--- src/rtl/uart_puf_framer.sv ---
// uart_puf_framer: UART <-> PUF protocol stage.
// Sync-framed challenge in, sync-framed response out.
module uart_puf_framer #(
    parameter int          CHAL_BYTES     = 8,
    parameter int          RESP_BYTES     = 4,
    parameter logic [7:0]  SYNC_BYTE      = 8'hA5,
    parameter int unsigned TIMEOUT_CYCLES = 1000000
) (
    input  logic                    clk,
    input  logic                    rst,
    input  logic                    i_rx_received,
    input  logic [7:0]              i_rx_byte,
    input  logic                    i_rx_error,
    input  logic                    i_tx_busy,
    output logic                    o_tx_transmit,
    output logic [7:0]              o_tx_byte,
    output logic [CHAL_BYTES*8-1:0] o_chal,
    output logic                    o_puf_start,
    input  logic                    i_puf_done,
    input  logic [RESP_BYTES*8-1:0] i_puf_resp,
    output logic                    o_busy,
    output logic                    o_frame_err
);

    localparam logic [4:0]  LP_CHAL_LAST = 5'(CHAL_BYTES - 1);
    localparam logic [4:0]  LP_TX_LAST   = 5'(RESP_BYTES);
    localparam logic [31:0] LP_TO_LAST   = 32'(TIMEOUT_CYCLES - 1);

    typedef enum logic [2:0] {
        S_IDLE,
        S_RX,
        S_START,
        S_WAIT,
        S_TX,
        S_TXB,
        S_TXD
    } state_t;

    state_t                    r_state;
    logic [4:0]                r_cnt;
    logic [4:0]                r_txcnt;
    logic [31:0]               r_timer;
    logic [RESP_BYTES*8-1:0]   r_resp;
    logic [CHAL_BYTES*8-1:0]   r_chal;
    logic [7:0]                r_tx_byte;
    logic                      r_tx_transmit;
    logic                      r_puf_start;
    logic                      r_busy;
    logic                      r_frame_err;

    logic w_sync;
    logic w_timeout;
    logic w_tx_last;

    assign w_sync    = i_rx_received && (i_rx_byte == SYNC_BYTE);
    assign w_timeout = (r_timer == LP_TO_LAST);
    assign w_tx_last = (r_txcnt == LP_TX_LAST);

    assign o_tx_transmit = r_tx_transmit;
    assign o_tx_byte     = r_tx_byte;
    assign o_chal        = r_chal;
    assign o_puf_start   = r_puf_start;
    assign o_busy        = r_busy;
    assign o_frame_err   = r_frame_err;

    // Transaction FSM: all outputs and datapath registers live here.
    always_ff @(posedge clk) begin
        if (rst) begin
            r_state       <= S_IDLE;
            r_cnt         <= '0;
            r_txcnt       <= '0;
            r_timer       <= '0;
            r_resp        <= '0;
            r_chal        <= '0;
            r_tx_byte     <= '0;
            r_tx_transmit <= 1'b0;
            r_puf_start   <= 1'b0;
            r_busy        <= 1'b0;
            r_frame_err   <= 1'b0;
        end else begin
            r_tx_transmit <= 1'b0;
            r_puf_start   <= 1'b0;
            r_frame_err   <= 1'b0;
            case (r_state)
                S_IDLE: begin
                    if (w_sync) begin
                        r_state <= S_RX;
                        r_cnt   <= '0;
                        r_timer <= '0;
                        r_busy  <= 1'b1;
                    end
                end
                S_RX: begin
                    if (i_rx_error) begin
                        r_frame_err <= 1'b1;
                        r_busy      <= 1'b0;
                        r_state     <= S_IDLE;
                    end else if (i_rx_received) begin
                        for (int i = 0; i < CHAL_BYTES; i++) begin
                            if (r_cnt == 5'(i)) begin
                                r_chal[8*i +: 8] <= i_rx_byte;
                            end
                        end
                        r_timer <= '0;
                        if (r_cnt == LP_CHAL_LAST) begin
                            r_state <= S_START;
                        end else begin
                            r_cnt <= r_cnt + 5'd1;
                        end
                    end else if (w_timeout) begin
                        r_frame_err <= 1'b1;
                        r_busy      <= 1'b0;
                        r_state     <= S_IDLE;
                    end else begin
                        r_timer <= r_timer + 32'd1;
                    end
                end
                S_START: begin
                    r_puf_start <= 1'b1;
                    r_state     <= S_WAIT;
                end
                S_WAIT: begin
                    if (i_puf_done) begin
                        r_resp  <= i_puf_resp;
                        r_txcnt <= '0;
                        r_state <= S_TX;
                    end
                end
                S_TX: begin
                    if (!i_tx_busy) begin
                        r_tx_transmit <= 1'b1;
                        if (r_txcnt == 5'd0) begin
                            r_tx_byte <= SYNC_BYTE;
                        end else begin
                            r_tx_byte <= r_resp[7:0];
                            r_resp    <= r_resp >> 8;
                        end
                        r_state <= S_TXB;
                    end
                end
                S_TXB: begin
                    if (i_tx_busy) begin
                        r_state <= S_TXD;
                    end
                end
                S_TXD: begin
                    if (!i_tx_busy) begin
                        if (w_tx_last) begin
                            r_busy  <= 1'b0;
                            r_state <= S_IDLE;
                        end else begin
                            r_txcnt <= r_txcnt + 5'd1;
                            r_state <= S_TX;
                        end
                    end
                end
                default: begin
                    r_busy  <= 1'b0;
                    r_state <= S_IDLE;
                end
            endcase
        end
    end

endmodule
--- config.mk ---
export PLATFORM = sky130hd
export DESIGN_NAME = uart_puf_framer
export DESIGN_NICKNAME = d
export VERILOG_FILES = /design/src/rtl/uart_puf_framer.sv
export SDC_FILE = /design/constraint.sdc
export NUM_CORES = 1
export LEC_CHECK = 0
export BUFFER_PORTS_ARGS = -buffer_cell sky130_fd_sc_hd__buf_2
export CELL_PAD_IN_SITES_DETAIL_PLACEMENT = 1
export CELL_PAD_IN_SITES_GLOBAL_PLACEMENT = 1
export CORE_ASPECT_RATIO = 0.8
export CORE_MARGIN = 2
export CORE_UTILIZATION = 40
export CTS_BUF_LIST = sky130_fd_sc_hd__clkbuf_8
export CTS_CLUSTER_DIAMETER = 200
export DETAILED_ROUTE_END_ITERATION = 16
export PLACE_DENSITY = 0.87
export SLEW_MARGIN = 25
export SYNTH_ARGS = -nofsm -noshare
export SYNTH_HDL_FRONTEND = slang
export SYNTH_SLANG_ARGS = --single-unit
export TNS_END_PERCENT = 100
--- constraint.sdc ---
create_clock -name clk -period 3.4 [get_ports clk]
set_clock_uncertainty 0.15 [all_clocks]
set_input_delay 0.68 -clock clk [delete_from_list [all_inputs] [get_ports clk]]
set_output_delay 0.68 -clock clk [all_outputs]
set_load 0.01 [all_outputs]
# Yosys cells after proc, flatten, opt, wreduce, memory -nomap -nowiden
# Index checks and enable logic that the tools add are counted.
# W data, S select, Z words.
dict set report word_totals {
  reg_bits 153
  out_inout_bits 76
  wordCells 125
}
dict set report classes {
  add_sub_neg 3
  eq_ne 32
  n_mux 42
  bitwise_logic 5
  reduce_logical 25
}
# op n
set ops {}
lappend ops {{$mux W32} 7}
lappend ops {{$pmux W32 S2} 2}
lappend ops {{$reduce_and A4 Y1} 11}
lappend ops {{$mux W5} 7}
lappend ops {{$add A32 B1 Y32 const B} 1}
lappend ops {{$eq A32 B20 Y1 const B} 1}
lappend ops {{$mux W3} 10}
lappend ops {{$eq A5 B3 Y1 const B} 5}
lappend ops {{$ne A2 B2 Y1 const B} 11}
lappend ops {{$pmux W3 S7} 1}
lappend ops {{$pmux W5 S2} 2}
lappend ops {{$mux W1} 11}
lappend ops {{$add A5 B1 Y5 const B} 2}
lappend ops {{$eq A5 B2 Y1 const B} 2}
lappend ops {{$logic_not A5 Y1} 2}
lappend ops {{$eq A3 B3 Y1 const B} 3}
lappend ops {{$ne A3 B3 Y1 const B} 3}
lappend ops {{$eq A8 B8 Y1 const B} 1}
lappend ops {{$mux W8} 1}
lappend ops {{$ne A4 B4 Y1 const B} 2}
lappend ops {{$reduce_and A7 Y1} 1}
lappend ops {{$eq A3 B2 Y1 const B} 2}
lappend ops {{$reduce_and A6 Y1} 1}
lappend ops {{$reduce_bool A2 Y1} 3}
lappend ops {{10 further kinds} 15}

# Logic depth before layout (Yosys ltp)
dict set report logic_depth {
  depth_word 5
  depth_mapped 9
  depth_no_buf 7
}

# Worst setup path before layout
# Ideal clock, no wire load.
dict set report synth_path {
  path_type {input to register}
  from {in i_rx_byte[4]}
  to {reg r_timer[16]}
  t_arrival_ns 2.619
  required_time_ns 3.163
  slack_ns 0.544
  cell_stages 8
  path_buffers 3
  path_cell_list {buf_2 > or4b_4 > or4_4 > buf_6 > a21oi_4 > nand2_2 > buf_6 > o31ai_1}
}
dict set report synth_via {
  elab_chain_len 4
}
# element line_no
set synth_lines {}
lappend synth_lines {{start: declaration} 12} ;# input logic [7:0] i_rx_byte,
lappend synth_lines {{$eq A8 B8 Y1} 55} ;# assign w_sync = i_rx_received && (i_rx_byte == SYNC_BYTE);
lappend synth_lines {{$logic_and A1 B1 Y1} 55}
lappend synth_lines {{$ne A2 B2 Y1 (no source line)} n/a}
lappend synth_lines {{$reduce_and A4 Y1 (no source line)} n/a}
lappend synth_lines {{end signal: assignment} 115} ;# r_timer <= r_timer + 32'd1;
lappend synth_lines {{end: declaration} 42} ;# logic [31:0] r_timer;
# No other way between the ends.
# A chain may end at the register's enable or synchronous reset.

# Final worst setup path
dict set report layout_path {
  from {reg r_state[1]}
  to {reg r_chal[47] (netlist: o_chal[47])}
}
dict set report layout_via {
  elab_chain_len 2
}
# element line_no
set layout_lines {}
lappend layout_lines {{start: declaration} 39} ;# state_t r_state;
lappend layout_lines {{start signal: assignment} 69} ;# r_state <= S_IDLE;
lappend layout_lines {{start signal: assignment} 87} ;# r_state <= S_RX;
lappend layout_lines {{start signal: assignment} 97} ;# r_state <= S_IDLE;
lappend layout_lines {{$eq A3 B1 Y1} 84} ;# case (r_state)
lappend layout_lines {{$reduce_and A4 Y1 (no source line)} n/a}
lappend layout_lines {{end signal: indexed assignment} 101} ;# r_chal[8*i +: 8] <= i_rx_byte;
lappend layout_lines {{end: declaration} 44} ;# logic [CHAL_BYTES*8-1:0] r_chal;
# No other way between the ends.

==> run summary <==
The flow ran to the end, and the final reports show no timing, DRC or antenna violations. For the worst setup path, the data arrival time is just under 3 ns. The total count of max-transition violations in the final report came out at 0.

The critical path in this run is classified as flip-flop to flip-flop. The global-route congestion overflow total came out at 0. Routability-driven placement finished with a final weighted congestion of 0.8926. Total power for the finished layout comes to 0.003366 W. The count of clock tree sinks came out at 153.

Counting flops with an async set or reset pin after synthesis yields a share of 0%. The maximum clock rate came out at around 0.36 GHz. The maximum level of the CTS H-tree came out at 4. The hold-fix buffer count after cts is 0.

In this run the mean area of a mapped cell was about 8.4 µm². The fraction of the yosys area taken by sequential cells is 44.22%. The die outline height is approximately 120 µm. The worst setup path is launched from a flip-flop. The number of inserted filler cells in the final layout came out at 2089. The worst slew margin relative to its limit is 36.23%. Max-cap violations in this run came to 0. The share of the clock period used by the worst path is roughly four fifths. The clock-pin slew on the worst setup and hold paths came out at 0.09 ns. The power density over the cells is 410.2 nW/µm². The area enclosed by the die boundary came out at about 18000 µm². The count of cell types in the netlist is 64. The number of hold violations in the final report came out at 0. The total core area came out at 17160 µm².

The clock period could shrink to 2.743 ns. The cell row count came out at 43. The gate count after technology mapping is around 830.

For this run, the total global-route usage over all layers was measured as 24.44%. Entering global routing, the biggest net connects 73 pins. The half-perimeter wire length after placement is ~15 mm. For the final routed database, the setup TNS stands at 0 ns.

Buffers placed on the I/O ports in this run total 121. The first global-routing pass estimated 35.22 mm of wire. The library cells used most frequently in the layout, excluding fill and tap cells, are sky130_fd_sc_hd__dfxtp_1 (153), sky130_fd_sc_hd__buf_2 (120), sky130_fd_sc_hd__nand2_1 (117). The critical path capture point type is a flip-flop.

The static leakage power came out at 3.395 nW. The initial antenna violation count came out at 1. Summed over all layers, the routed wires come to around 22 mm.

The worst IR drop on VDD is 0.0002577 V. The tree is rooted in a sky130_fd_sc_hd__clkbuf_8. The leading cell type in the layout, fill and taps excluded is sky130_fd_sc_hd__dfxtp_1. The worst path required time is 3.59 ns.

The total number of vias came out at 6785. The post-route netlist has 21.44% of its cells at a drive strength greater than 1. Once the clock tree was built, the resizer swapped 0 gates to a different size. The number of vias per cell after detailed routing is 5.784. The area added between synthesis and finish came out at 18.44%. The worst hold path belongs to the class flip-flop to flip-flop. The count of nets left with antenna violations after detail routing is 0. After detailed routing, the number of remaining DRC violations is 0.

The number of nets at the end of the flow came out at 987. The first-pass iteration count of the detailed router came out at 5. The buffer depth of the longest clock path came out at 2. The number of global-route vias before repair is 6794.

The number of warning messages in the yosys log is 0. The floorplan step set the die width to between 150 and 200 µm. The top flip-flop cell by instance count after synthesis is sky130_fd_sc_hd__dfxtp_1. The TritonCTS clock tree is done. The post-synthesis sequential element count is 153.

The clock insertion delay at the later pin of the skew report came out at 0.48 ns. The number of DRC markers after the initial detailed-route iteration came out at 467. During I/O placement, the number of pins put on the boundary was 122. Buffers inserted during clock tree synthesis total 17. The area of the mapped netlist is 6927 µm². The net count after synthesis came out at 878. In this run the worst path has a maximum fanout of 9. The initial core utilization came out at 40.36%.

The number of flops mapped to enable cells by yosys came out at 0. The routed length per placed instance is 18.81 µm. Post-CTS timing repair inserted 0 buffers for setup. Setup repair after global routing left no endpoint under its margin. The number of endpoints failing setup at the final stage came out at 0.

The slew of the pin with the lowest slew margin came out at about 0.94 ns.
synth_stat cells (3+ instances only):
cell                       instances  area [µm²]
sky130_fd_sc_hd__nor4_1           11       68.82
sky130_fd_sc_hd__a22oi_1           4       30.03
sky130_fd_sc_hd__dfxtp_1         153        3063
sky130_fd_sc_hd__xor2_1            4       35.03
sky130_fd_sc_hd__mux2i_1          44       440.4
sky130_fd_sc_hd__a311oi_1         24       210.2
sky130_fd_sc_hd__o31ai_1          15       112.6
sky130_fd_sc_hd__xnor2_1           7       61.31
sky130_fd_sc_hd__buf_6             3       33.78
sky130_fd_sc_hd__a41oi_1           5       43.79
sky130_fd_sc_hd__nand3_1          57       285.3
sky130_fd_sc_hd__o211ai_1          4       30.03
sky130_fd_sc_hd__inv_1            17       63.81
sky130_fd_sc_hd__ha_1              7       87.58
sky130_fd_sc_hd__nor2_1          100       375.4
sky130_fd_sc_hd__a211oi_1          3       22.52
sky130_fd_sc_hd__nor4bb_1          3       30.03
sky130_fd_sc_hd__nand2b_1          4       25.02
sky130_fd_sc_hd__a31oi_1          13       81.33
sky130_fd_sc_hd__nor4_2            3       37.54
sky130_fd_sc_hd__o21ai_0          13       65.06
sky130_fd_sc_hd__or2_2             3       18.77
sky130_fd_sc_hd__nand4_1          15       93.84
sky130_fd_sc_hd__nor2b_1           6       37.54
sky130_fd_sc_hd__and3_1            4       25.02
sky130_fd_sc_hd__or4_1             4       30.03
sky130_fd_sc_hd__nor3_1            8       40.04
sky130_fd_sc_hd__o21ai_1           6       30.03
sky130_fd_sc_hd__or3_1             8       50.05
sky130_fd_sc_hd__a21oi_1          51       255.2
sky130_fd_sc_hd__nand3b_1          5       37.54
sky130_fd_sc_hd__clkbuf_1         48       180.2
sky130_fd_sc_hd__and2_1            6       37.54
sky130_fd_sc_hd__o221a_2           4       45.04
sky130_fd_sc_hd__buf_2             3       15.01
sky130_fd_sc_hd__nand2_1         118       442.9
sky130_fd_sc_hd__o311ai_0          5       43.79
area by class of cell:
type | count | area, µm² | share of cell area [%]
inverter | 18 | 67.56 | 0.8235
antenna | 1 | 2.502 | 0.03050
clock inverter | 15 | 181.4 | 2.211
tap | 225 | 281.5 | 3.431
timing repair buffer | 148 | 810.8 | 9.883
clock buffer | 17 | 234.0 | 2.852
sequential | 153 | 3063 | 37.33
multi-input combinational | 596 | 3563 | 43.43
through the flow:
stage / worst slack [ns] / util [%] / cell area [µm²] / instances / hold slack [ns]
after detailed placement: 0.2407 / 45.35 / 7784 / 1140 / 0.3000
after global placement: 0.2985 / 45.35 / 7784 / 1140 / 0.2914
after floorplan: 0.5439 / - / 6927 / 825 / 0.2821
final: 0.6567 / 47.80 / 8204 / 1173 / 0.3103
after CTS: 0.6919 / 47.77 / 8199 / 1172 / 0.2869
after global routing: 0.4637 / 47.79 / 8202 / 1172 / 0.3154
flip-flops by register name, indices dropped and copies added (netlist names):
name           count
o_puf_start        1
r_state            3
o_chal            64
o_busy             1
o_tx_byte          8
r_txcnt            5
r_timer           32
r_resp            32
o_frame_err        1
o_tx_transmit      1
r_cnt              5
kinds of logic after synthesis:
family,count (synthesis),share of synthesized area (%)
flops,153,44.22
simple gates,368,25.52
fa+ha+maj,7,1.264
buf+inv,76,4.570
xor+xnor,11,1.391
compound gates,166,16.67
mux,44,6.358
layer usage:
layer | track usage [%] | up-vias | share of wire, %
met5 | 0 | - | 0
met4 | 10.16 | 0 | 2.6
met3 | 5.543 | 48 | 6.6
met2 | 38.58 | 224 | 46
met1 | 32.35 | 3332 | 45
li1 | - | 3181 | -
power by group:
group          switching (W)  internal, W
Clock               0.000786     0.000683
Combinational      0.0000733    0.0000333
Sequential       0.000000180      0.00179
worst paths after layout:
path | startpoint | end | slack [ns] | cells past startpoint
max | r_state[1] | o_chal[47] | 0.66 | 5
max reg2reg | r_state[1] | o_chal[47] | 0.66 | 5
min reg2reg | r_resp[31] | r_resp[31] | 0.31 | 2
min | r_resp[31] | r_resp[31] | 0.31 | 2
critical path, stage by stage (launching register included):
cell and delay (ns):
sky130_fd_sc_hd__dfxtp_1 0.40, sky130_fd_sc_hd__or3b_1 0.55, sky130_fd_sc_hd__nor4_1 0.58, sky130_fd_sc_hd__nand2_1 0.50, sky130_fd_sc_hd__mux2i_1 0.34, sky130_fd_sc_hd__nor2_1 0.08
No activity file was read; power rests on OpenSTA's default activity.
